==> config.mk <==
export PLATFORM = sky130hd
export DESIGN_NAME = load_store_unit
export DESIGN_NICKNAME = d
export VERILOG_FILES = /design/src/rtl/load_store_unit.sv
export SDC_FILE = /design/constraint.sdc
export NUM_CORES = 1
export LEC_CHECK = 0
export BUFFER_PORTS_ARGS = -buffer_cell sky130_fd_sc_hd__buf_2
export CAP_MARGIN = 20
export CORE_MARGIN = 4
export CORE_UTILIZATION = 52
export CTS_CLUSTER_SIZE = 30
export DETAILED_ROUTE_END_ITERATION = 8
export HOLD_SLACK_MARGIN = 0.03
export PLACE_DENSITY = 0.86
export SYNTH_ARGS = -nofsm -noshare
export SYNTH_HDL_FRONTEND = slang
export SYNTH_SLANG_ARGS = --single-unit
==> constraint.sdc <==
create_clock -name clk -period 4.55 [get_ports clk]
set_input_delay 0 -clock clk [delete_from_list [all_inputs] [get_ports clk]]
set_output_delay 0 -clock clk [all_outputs]
set_load 0.05 [all_outputs]
==> src/rtl/load_store_unit.sv <==
// RV32I load/store unit driving a word-wide, strobe-less data memory.
// SB/SH are done as read-modify-write; loads are lane-extracted and extended.
//
// Ports:
//   clk, rst             clock; asynchronous active-high reset
//   req_valid/req_ready  request handshake (one request in flight)
//   req_we/req_funct3    store flag and RV32I funct3
//   req_addr/req_wdata   byte address and right-justified store data
//   resp_valid           one-cycle completion pulse
//   resp_rdata/resp_err  extended load data (held) and error flag
//   mem_addr             word-aligned memory address
//   mem_r_enable         read strobe, mem_rdata valid next cycle
//   mem_w_enable         full-word write strobe
//   mem_wdata/mem_rdata  memory write word / registered read word
//
// Build option: LSU_MISALIGN_CHECK_EN makes misaligned H/W an error;
// otherwise the offending low address bits are cleared.
module load_store_unit #(
  parameter int unsigned MEM_BYTES = 1024
) (
  input  logic        clk,
  input  logic        rst,
  input  logic        req_valid,
  output logic        req_ready,
  input  logic        req_we,
  input  logic [2:0]  req_funct3,
  input  logic [31:0] req_addr,
  input  logic [31:0] req_wdata,
  output logic        resp_valid,
  output logic [31:0] resp_rdata,
  output logic        resp_err,
  output logic [31:0] mem_addr,
  output logic        mem_r_enable,
  output logic        mem_w_enable,
  output logic [31:0] mem_wdata,
  input  logic [31:0] mem_rdata
);

  typedef enum logic [2:0] {
    IDLE,
    RD,
    CAP,
    WR,
    DONE
  } state_t;

  state_t      state;
  logic        we_q;
  logic [2:0]  f3_q;
  logic [31:0] addr_q;
  logic [15:0] wdata_q;

  logic        is_h;
  logic        is_w;
  logic        bad_f3;
  logic        bad_st;
  logic        bad_rng;
  logic        bad_mis;
  logic        req_err;
  logic [31:0] adj_addr;

  assign is_h    = (req_funct3[1:0] == 2'b01);
  assign is_w    = (req_funct3[1:0] == 2'b10);
  assign bad_f3  = (req_funct3 == 3'b011) ||
                   (req_funct3 == 3'b110) ||
                   (req_funct3 == 3'b111);
  assign bad_st  = req_we & req_funct3[2];
  assign bad_rng = (req_addr >= 32'(MEM_BYTES));

`ifdef LSU_MISALIGN_CHECK_EN
  assign bad_mis  = (is_h & req_addr[0]) |
                    (is_w & (|req_addr[1:0]));
  assign adj_addr = req_addr;
`else
  assign bad_mis  = 1'b0;
  // Misaligned halves/words silently round down to their natural boundary.
  always_comb begin
    adj_addr = req_addr;
    if (is_h) adj_addr[0] = 1'b0;
    if (is_w) adj_addr[1:0] = 2'b00;
  end
`endif

  assign req_err = bad_f3 | bad_st | bad_rng | bad_mis;

  logic [31:0] shifted;
  logic [7:0]  ld_b;
  logic [15:0] ld_h;
  logic [31:0] ld_val;
  logic [31:0] merged;

  assign shifted = mem_rdata >> {addr_q[1:0], 3'b000};
  assign ld_b    = shifted[7:0];
  assign ld_h    = addr_q[1] ? mem_rdata[31:16] : mem_rdata[15:0];

  always_comb begin
    ld_val = mem_rdata;
    unique case (1'b1)
      (f3_q == 3'b000): ld_val = {{24{ld_b[7]}}, ld_b};
      (f3_q == 3'b100): ld_val = {24'b0, ld_b};
      (f3_q == 3'b001): ld_val = {{16{ld_h[15]}}, ld_h};
      (f3_q == 3'b101): ld_val = {16'b0, ld_h};
      default:          ld_val = mem_rdata;
    endcase
  end

  // Read-modify-write: only the addressed lane is replaced.
  always_comb begin
    merged = mem_rdata;
    if (f3_q[0])
      merged[{addr_q[1], 4'b0000} +: 16] = wdata_q;
    else
      merged[{addr_q[1:0], 3'b000} +: 8] = wdata_q[7:0];
  end

  always_ff @(posedge clk or posedge rst) begin
    if (rst) begin
      state      <= IDLE;
      we_q       <= 1'b0;
      f3_q       <= 3'b000;
      addr_q     <= 32'b0;
      wdata_q    <= 16'b0;
      resp_rdata <= 32'b0;
      resp_err   <= 1'b0;
      mem_wdata  <= 32'b0;
    end else begin
      unique case (state)
        IDLE: begin
          if (req_valid) begin
            we_q    <= req_we;
            f3_q    <= req_funct3;
            addr_q  <= adj_addr;
            wdata_q <= req_wdata[15:0];
            if (req_err) begin
              resp_err <= 1'b1;
              state    <= DONE;
            end else begin
              resp_err <= 1'b0;
              if (req_we && is_w) begin
                mem_wdata <= req_wdata;
                state     <= WR;
              end else begin
                state <= RD;
              end
            end
          end
        end
        RD:  state <= CAP;
        CAP: begin
          if (we_q) begin
            mem_wdata <= merged;
            state     <= WR;
          end else begin
            resp_rdata <= ld_val;
            state      <= DONE;
          end
        end
        WR:   state <= DONE;
        DONE: state <= IDLE;
        default: state <= IDLE;
      endcase
    end
  end

  assign req_ready    = (state == IDLE);
  assign resp_valid   = (state == DONE);
  assign mem_r_enable = (state == RD);
  assign mem_w_enable = (state == WR);
  assign mem_addr     = {addr_q[31:2], 2'b00};

endmodule

==> results of run 1 <==
-- worst register-to-register path, delay by kind of cell, from the launching register on --
kind            cells  cell delay (ps)
compound gates      1              160
flops               1              510
simple gates        3             2260
-- cell families after synthesis --
| kind of cell | count (synthesis) | share of synthesized area |
|---|---|---|
| AND/OR/NAND/NOR | 262 | 0.1721 |
| buffers and inverters | 134 | 0.09635 |
| multiplexers | 73 | 0.1140 |
| XOR/XNOR | 1 | 0.001325 |
| AO/OA/AOI/OAI | 154 | 0.1520 |
| flip-flops | 120 | 0.4543 |
| adder cells (fa/ha/maj) | 5 | 0.009464 |
| other | 1 | 0.0005673 |
-- power breakdown --
group,switching [mW],leakage (nW),internal (mW)
Combinational,0.541,3.08,0.283
Sequential,0.102,1.34,1.15
Clock,0.470,0.295,0.926
Total,1.11,4.71,2.36
-- state kept, by name, summed over array words and instances (netlist names) --
| signal | flops |
|---|---|
| resp_rdata | 32 |
| addr_q | 32 |
| wdata_q | 16 |
| resp_err | 1 |
| mem_wdata | 32 |
| state | 3 |
| we_q | 1 |
| f3_q | 3 |
-- path summary, 6_finish.rpt --
| check | end | slack (ps) | cells after the start |
|---|---|---|---|
| worst min-delay path | resp_rdata[12] | 60 | 4 |
| worst max register to register | resp_rdata[11] | 1470 | 4 |
| worst max-delay path | resp_rdata[11] | 1470 | 4 |
| max in group asynchronous | resp_rdata[19] | 3050 | 4 |
| min in group asynchronous | addr_q[4] | 340 | 3 |
| worst min register to register | addr_q[18] | 470 | 2 |
-- layer usage --
layer / vias to the layer above / part of all wire / global-route usage
met5: - / 0 / 0
met4: 0 / 0.039 / 0.1572
met3: 71 / 0.10 / 0.09214
met2: 419 / 0.47 / 0.4890
met1: 3166 / 0.39 / 0.3838
li1: 3065 / - / -
-- cells in the mapped netlist, drive strengths merged, types with 2 or more instances --
| cell | count |
|---|---|
| nand2 | 183 |
| dfrtp | 120 |
| mux2i | 64 |
| inv | 48 |
| a21oi | 46 |
| buf | 45 |
| clkbuf | 41 |
| nand3 | 35 |
| a211oi | 33 |
| a221oi | 32 |
| o21ai | 25 |
| nor2 | 12 |
| nand3b | 9 |
| mux2 | 8 |
| a31oi | 7 |
| o22ai | 7 |
| ha | 5 |
| nor4 | 5 |
| nor3 | 3 |
| nor4bb | 3 |
| and2 | 2 |
| nand2b | 2 |
| o31ai | 2 |
-- layout make-up --
class                           instances  share of cell area
Tap cell                              168             0.02307
Timing Repair Buffer                  315              0.2321
Clock inverter                          9             0.01621
Sequential cell                       120              0.3299
Clock buffer                           23             0.05027
Inverter                               48             0.02005
Multi-Input combinational cell        497              0.3284
-- repair_timing --
item / 4_1_cts / 5_1_grt
hold buffers: 102 / 0
buffers inserted: 0 / 0
setup endpoints to repair: 0 / 0
endpoints found under the hold margin: 190 / 0
==> results.rst, run 1 <==
.. list-table::
   :header-rows: 1

   * - Metric
     - Value
   * - Result of the run
     - complete, no violations
   * - Tcrit/Tclk final
     - 0.6778
   * - Tightest Hold Check Type
     - primary input to flop
   * - Commonest register cell after synthesis
     - dfrtp_1
   * - Finished layout cell area
     - 9110 sq um
   * - Placeable core area
     - 12210 sq um
   * - Data required time of the worst path
     - 4800 ps
   * - VDD IR-drop max
     - 0.0002496 V
   * - Final setup TNS
     - 0 ps
   * - Port-buffer cells
     - 201
   * - Timing startpoint of the critical path
     - state[1]
   * - Clock latency on the worst-skew pair
     - 420 ps
   * - Fraction of final layout cells with drive strength greater than 1
     - 0.2540
   * - Syn Inst Count
     - 750
   * - Number of synthesized register bits
     - 120
   * - Y dimension of the die
     - 120.7 um
   * - Biggest cell delay along the critical path
     - 890 ps
   * - Number of nets at the end of the flow
     - 1107
   * - Final setup skew
     - 7.771 ps
   * - Reg2reg start
     - state[1]
   * - Library cell occupying the most area in the post-synthesis netlist
     - dfrtp_1
   * - Most area-consuming cells after synthesis
     - dfrtp_1 (45%), nand2_1 (10%), mux2i_1 (9.7%)
   * - Unrepaired setup endpoints after global routing
     - no
   * - # Max-Cap Violations
     - 0
   * - Maximum number of pins on one net before global-route repair
     - 75
   * - Critical path endpoint category
     - flop
   * - Floorplan row count
     - 40
   * - Slew Limit Fails
     - 0
   * - Cell count after placement
     - 1046
   * - Buffers and inverters on the worst path
     - 0
   * - Worst-case setup slack after placement
     - 1543 ps
   * - PD cells
     - 381.7 nW/um^2
   * - Antenna violations before repair
     - 0
   * - Core occupancy in the finished layout
     - 0.7460
   * - Most common cell after layout, fill and taps aside
     - buf_2
   * - Final count of negative-setup-slack endpoints
     - 0
   * - Layout-stage area growth over the synthesis result
     - 37.82%
   * - Average size of a mapped cell
     - 8.813 sq um
   * - Synthesized area
     - 6610 sq um
   * - Min Tclk post-route
     - 3084 ps
   * - CTS Sinks
     - 120
   * - Placement-stage cell area
     - 7483 sq um
   * - Number of hold violations in the final report
     - 0
   * - Detailed-route via count
     - 6721
   * - Area enclosed by the die boundary
     - 14580 sq um
   * - Top-level port count
     - 204
   * - Warning count from the yosys run
     - 0
   * - Global Route Usage Sum
     - 0.3089
   * - Pre-Repair DR Iteration Count
     - 6
   * - DR vias/cell
     - 5.696
   * - Filler cells
     - 844
   * - Total number of H-tree levels
     - 4
   * - Worst endpoint data arrival time
     - 3340 ps
   * - Average detailed-routed wire length per instance
     - 18.81 um
   * - Number of buffers inserted during clock tree synthesis
     - 17
   * - Die Wd
     - 120.7 um
   * - Number of design-rule violations left by the first detailed-router iteration
     - 638
   * - Weighted congestion reported at the end of routability-driven placement
     - 0.9563
   * - Leftover overflow at the end of global routing
     - 0
   * - Number of global-route vias before repair
     - 6864
   * - DRC violation count after routing
     - 0
   * - CTS tree
     - done
   * - Clock Tree Root
     - clkbuf_16
   * - Post-synth EDFFs
     - 0
   * - Startpoint of the lowest-slack hold path
     - mem_rdata[12]
   * - Sequential share of the synthesized area
     - 0.4543
   * - First-pass GRT wire length
     - 35.35 mm
   * - Top delay family on crit path
     - simple AND/OR/NAND/NOR gates
   * - CP max FO
     - 26
   * - # diodes
     - 0
   * - Initial Util
     - 0.5413
   * - Slew Limit Headroom
     - 0.2564
   * - Clk buf depth
     - 2
   * - Area of the multi-input gates
     - 2992 sq um
   * - Worst hold-check slack
     - 57.86 ps
   * - Ordered list of cells on the worst path
     - or3b_2, or2_0, nor3_1, a21oi_1
   * - Cell variety after synth
     - 39
   * - Portion of synthesized cell area occupied by the leading cell type
     - 0.4543
   * - Asr flop ratio synth
     - 1.000
   * - Placed wire-length estimate
     - 13.92 mm
   * - Clock Pin Slew Worst Setup and Hold Paths
     - 50 ps
   * - Most used cells in the layout excluding fill and tap cells
     - buf_2 (202), nand2_1 (182), dfrtp_1 (118), dlygate4sd3_1 (102), mux2i_1 (64)
   * - Post-cts gate resize count
     - 0
   * - Master of the slowest instance on the critical path
     - nor3_1
   * - Number of routed nets with antenna violations
     - 0
   * - Worst setup margin
     - 1466 ps
   * - Worst Max-Slew Pin Slew
     - 1114 ps
   * - Power consumption
     - 3.477 mW
   * - Maximum achievable frequency
     - 0.3242 GHz
   * - Critical Path Start Type
     - flop
   * - Type of the worst setup path
     - flop to flop
   * - Leakage
     - 4.715 nW
   * - Final Non-Filler Cells
     - 1180
   * - Total routed wirelength
     - 22.20 mm
   * - Flip-flop and latch area
     - 3005 sq um
Note: power is estimated with default switching activity, not from simulation.
==> run 2: changes to the inputs <==
--- a/config.mk
+++ b/config.mk
@@ -5,14 +5,15 @@
 export SDC_FILE = /design/constraint.sdc
 export NUM_CORES = 1
 export LEC_CHECK = 0
+export ABC_AREA = 1
 export BUFFER_PORTS_ARGS = -buffer_cell sky130_fd_sc_hd__buf_2
 export CAP_MARGIN = 20
 export CORE_MARGIN = 4
-export CORE_UTILIZATION = 52
+export CORE_UTILIZATION = 48
 export CTS_CLUSTER_SIZE = 30
 export DETAILED_ROUTE_END_ITERATION = 8
 export HOLD_SLACK_MARGIN = 0.03
-export PLACE_DENSITY = 0.86
+export PLACE_DENSITY = 0.82
 export SYNTH_ARGS = -nofsm -noshare
 export SYNTH_HDL_FRONTEND = slang
 export SYNTH_SLANG_ARGS = --single-unit
==> constraint.sdc (replaced) <==
create_clock -name clk -period 2.51 [get_ports clk]
set_input_delay 0 -clock clk [delete_from_list [all_inputs] [get_ports clk]]
set_output_delay 0 -clock clk [all_outputs]
set_load 0.05 [all_outputs]
==> results.rst, run 2 <==
.. list-table::
   :header-rows: 1

   * - Metric
     - Value
   * - Result of the run
     - complete, no violations
   * - Share of total power consumed by net switching
     - 0.4922
   * - Met3 global-route usage
     - 0.07439
   * - Core occupancy in the finished layout
     - 0.6593
   * - Clock Pin Slew Worst Setup and Hold Paths
     - 60 ps
   * - Critical path endpoint category
     - flop
   * - Slew Limit Fails
     - 0
   * - Initial Util
     - 0.4936
   * - Slew Limit Headroom
     - 0.5178
   * - Largest registers ranked by flip-flop count
     - addr_q (32), mem_wdata (32), resp_rdata (32)
   * - # Max-Cap Violations
     - 0
   * - Reg power frac
     - 0.263
   * - Layout-stage area growth over the synthesis result
     - 33.58%
   * - Clk buf depth
     - 2
   * - DRC violation count after routing
     - 0
   * - VDD IR-drop max
     - 0.0007931 V
   * - # diodes
     - 0
   * - Type of the worst setup path
     - flop to flop
   * - Top-level port count
     - 204
   * - Min Tclk post-route
     - 2335 ps
   * - Warning count from the yosys run
     - 0
   * - Number of nets at the end of the flow
     - 1407
   * - Post-cts gate resize count
     - 0
   * - Unrepaired setup endpoints after global routing
     - no
   * - Final count of negative-setup-slack endpoints
     - 0
   * - Number of synthesized register bits
     - 120
   * - Number of buffers inserted during clock tree synthesis
     - 17
   * - Data required time of the worst path
     - 2850 ps
   * - Placement-stage cell area
     - 8132 sq um
   * - Average detailed-routed wire length per instance
     - 16.78 um
   * - Leading post-synthesis cells by instance count
     - nand2_1 (403), dfrtp_1 (120), nand3_1 (98), inv_1 (86), a21oi_1 (76)
   * - GR peak layer
     - met2
   * - Power consumption
     - 11.65 mW
   * - Y dimension of the die
     - 130.7 um
   * - Total number of H-tree levels
     - 4
   * - PD cells
     - 1206 nW/um^2
   * - Post-synth EDFFs
     - 0
   * - Weighted congestion reported at the end of routability-driven placement
     - 0.9643
   * - Number of design-rule violations left by the first detailed-router iteration
     - 789
   * - Placed wire-length estimate
     - 16.79 mm
   * - CP max FO
     - 29
   * - Pre-Repair DR Iteration Count
     - 6
   * - Commonest register cell after synthesis
     - dfrtp_1
   * - Final setup TNS
     - 0 ps
   * - Antenna violations before repair
     - 1
   * - Floorplan row count
     - 44
   * - Die Wd
     - 130.7 um
   * - First-pass GRT wire length
     - 38.70 mm
   * - Critical Path Start Type
     - flop
   * - Syn Inst Count
     - 1069
   * - Tightest Hold Check Type
     - primary input to flop
   * - Tcrit/Tclk final
     - 0.9302
   * - Leading cell type by number of instances after synthesis
     - nand2_1
   * - Routing usage on met2
     - 0.4734
   * - Gate power share
     - 0.493
   * - Filler cells
     - 1252
   * - Most area-consuming cells after synthesis
     - dfrtp_1 (42%), nand2_1 (21%), nand3_1 (6.8%)
   * - Total routed wirelength
     - 25.10 mm
   * - Number of hold violations in the final report
     - 0
   * - Asr flop ratio synth
     - 1.000
   * - Most used cells in the layout excluding fill and tap cells
     - nand2_1 (403), buf_2 (201), dfrtp_1 (120), nand3_1 (98), inv_1 (85)
   * - DR vias/cell
     - 5.336
   * - Global Route Usage Sum
     - 0.2908
   * - GR met1 Demand/Resource
     - 0.3665
   * - Leftover overflow at the end of global routing
     - 0
   * - Cell count of the worst hold path
     - 5
   * - Worst endpoint data arrival time
     - 2670 ps
   * - Area enclosed by the die boundary
     - 17090 sq um
   * - Fraction of final layout cells with drive strength greater than 1
     - 0.2111
   * - Final setup skew
     - 8.274 ps
   * - Internal Pwr Total
     - 5.916 mW
   * - Detailed-route via count
     - 7983
   * - Library cell occupying the most area in the post-synthesis netlist
     - dfrtp_1
   * - Placeable core area
     - 14640 sq um
   * - FF-to-FF path depth
     - 7
   * - Worst hold-check slack
     - 50.41 ps
   * - Clock network power share
     - 0.243
   * - Leakage
     - 5.442 nW
   * - Postcts setup bufs
     - 0
   * - Port-buffer cells
     - 201
   * - Clock latency on the worst-skew pair
     - 420 ps
   * - Synthesized area
     - 7228 sq um
   * - Cell variety after synth
     - 27
   * - Average size of a mapped cell
     - 6.762 sq um
   * - NetSw
     - 5.733 mW
   * - Most common cell after layout, fill and taps aside
     - nand2_1
   * - Finished layout cell area
     - 9656 sq um
   * - Clock Tree Root
     - clkbuf_16
   * - CTS tree
     - done
   * - Sequential share of the synthesized area
     - 0.4154
   * - Number of routed nets with antenna violations
     - 0
   * - Worst Max-Slew Pin Slew
     - 721.7 ps
   * - Maximum achievable frequency
     - 0.4283 GHz
   * - CTS Sinks
     - 120
   * - Number of global-route vias before repair
     - 7720
   * - Maximum number of pins on one net before global-route repair
     - 52
   * - Portion of synthesized cell area occupied by the leading cell type
     - 0.4154
-- run 2: cell types whose count changed after synthesis, sizes merged, moves of 33 or more --
| cell | delta |
|---|---|
| a211oi | -33 |
| inv | +43 |
| mux2i | -64 |
| nand2 | +223 |
| nand3 | +63 |
| nor2 | +37 |
| o21ai | +76 |
-- run 2: power groups by stage --
stage	Combinational, mW	Clock, mW	Sequential, mW
after floorplan	3.69	0	3.86
after global placement	5.44	0	3.06
after detailed placement	5.54	0	3.05
after CTS	5.65	2.86	3.05
after global routing	6.18	2.94	3.15
final	5.75	2.83	3.07
-- run 2: cell type report --
class | count | area [sq um] | share of cell area
sequential | 120 | 3003 | 0.3110
tap | 184 | 230.2 | 0.02384
clock inverter | 12 | 220.2 | 0.02281
timing repair buffer | 300 | 1982 | 0.2053
multi-input combinational | 769 | 3408 | 0.3530
inverter | 91 | 345.3 | 0.03577
clock buffer | 20 | 466.7 | 0.04833
-- run 2: kinds of logic (layout without fill, tap and decap cells) --
| family | count (synthesis) | after routing | synth area share |
|---|---|---|---|
| and+or+nand+nor | 575 | 576 | 0.3285 |
| other | 1 | 2 | 0.0005188 |
| adders and majority gates | 5 | 5 | 0.008655 |
| DFF | 120 | 120 | 0.4154 |
| AOI/OAI and AO/OA | 186 | 186 | 0.1319 |
| buffers and inverters | 182 | 423 | 0.1149 |
-- run 2: final timing paths --
kind	from	endpoint	slack, ps
max in group asynchronous	rst	mem_wdata[10]	1580
min reg2reg	mem_wdata[28]	mem_wdata[28]	470
min	mem_rdata[8]	resp_rdata[8]	50
max	state[1]	addr_q[1]	180
min in group asynchronous	rst	addr_q[6]	250
max reg2reg	state[1]	addr_q[1]	180
-- run 2: per-layer routing --
layer  routed length (um)  share of wire
met1                10090           0.40
met2                11790           0.47
met3                 2302          0.092
met4                  899          0.036
met5                   14        0.00056
-- run 2: per-stage QoR --
stage | setup WS (ps) | std cells
CTS | 172.7 | 1495
global route | 7.196 | 1496
detailed placement | 186.6 | 1380
finish | 175.3 | 1496
global placement | 317.3 | 1380
floorplan | 341.6 | 1070
-- run 2: critical path, stage by stage (launching register included) --
cell and delay, ps:
dfrtp_1 480, nor3_4 310, nand2_1 260, inv_2 110
buf_4 290, nand3_1 120, dlygate4sd3_1 600, o21ai_0 80
-- run 2: timing repair --
action,in CTS,in global routing
setup endpoints to repair,0,13
endpoints found under the hold margin,128,0
hold buffers,83,0
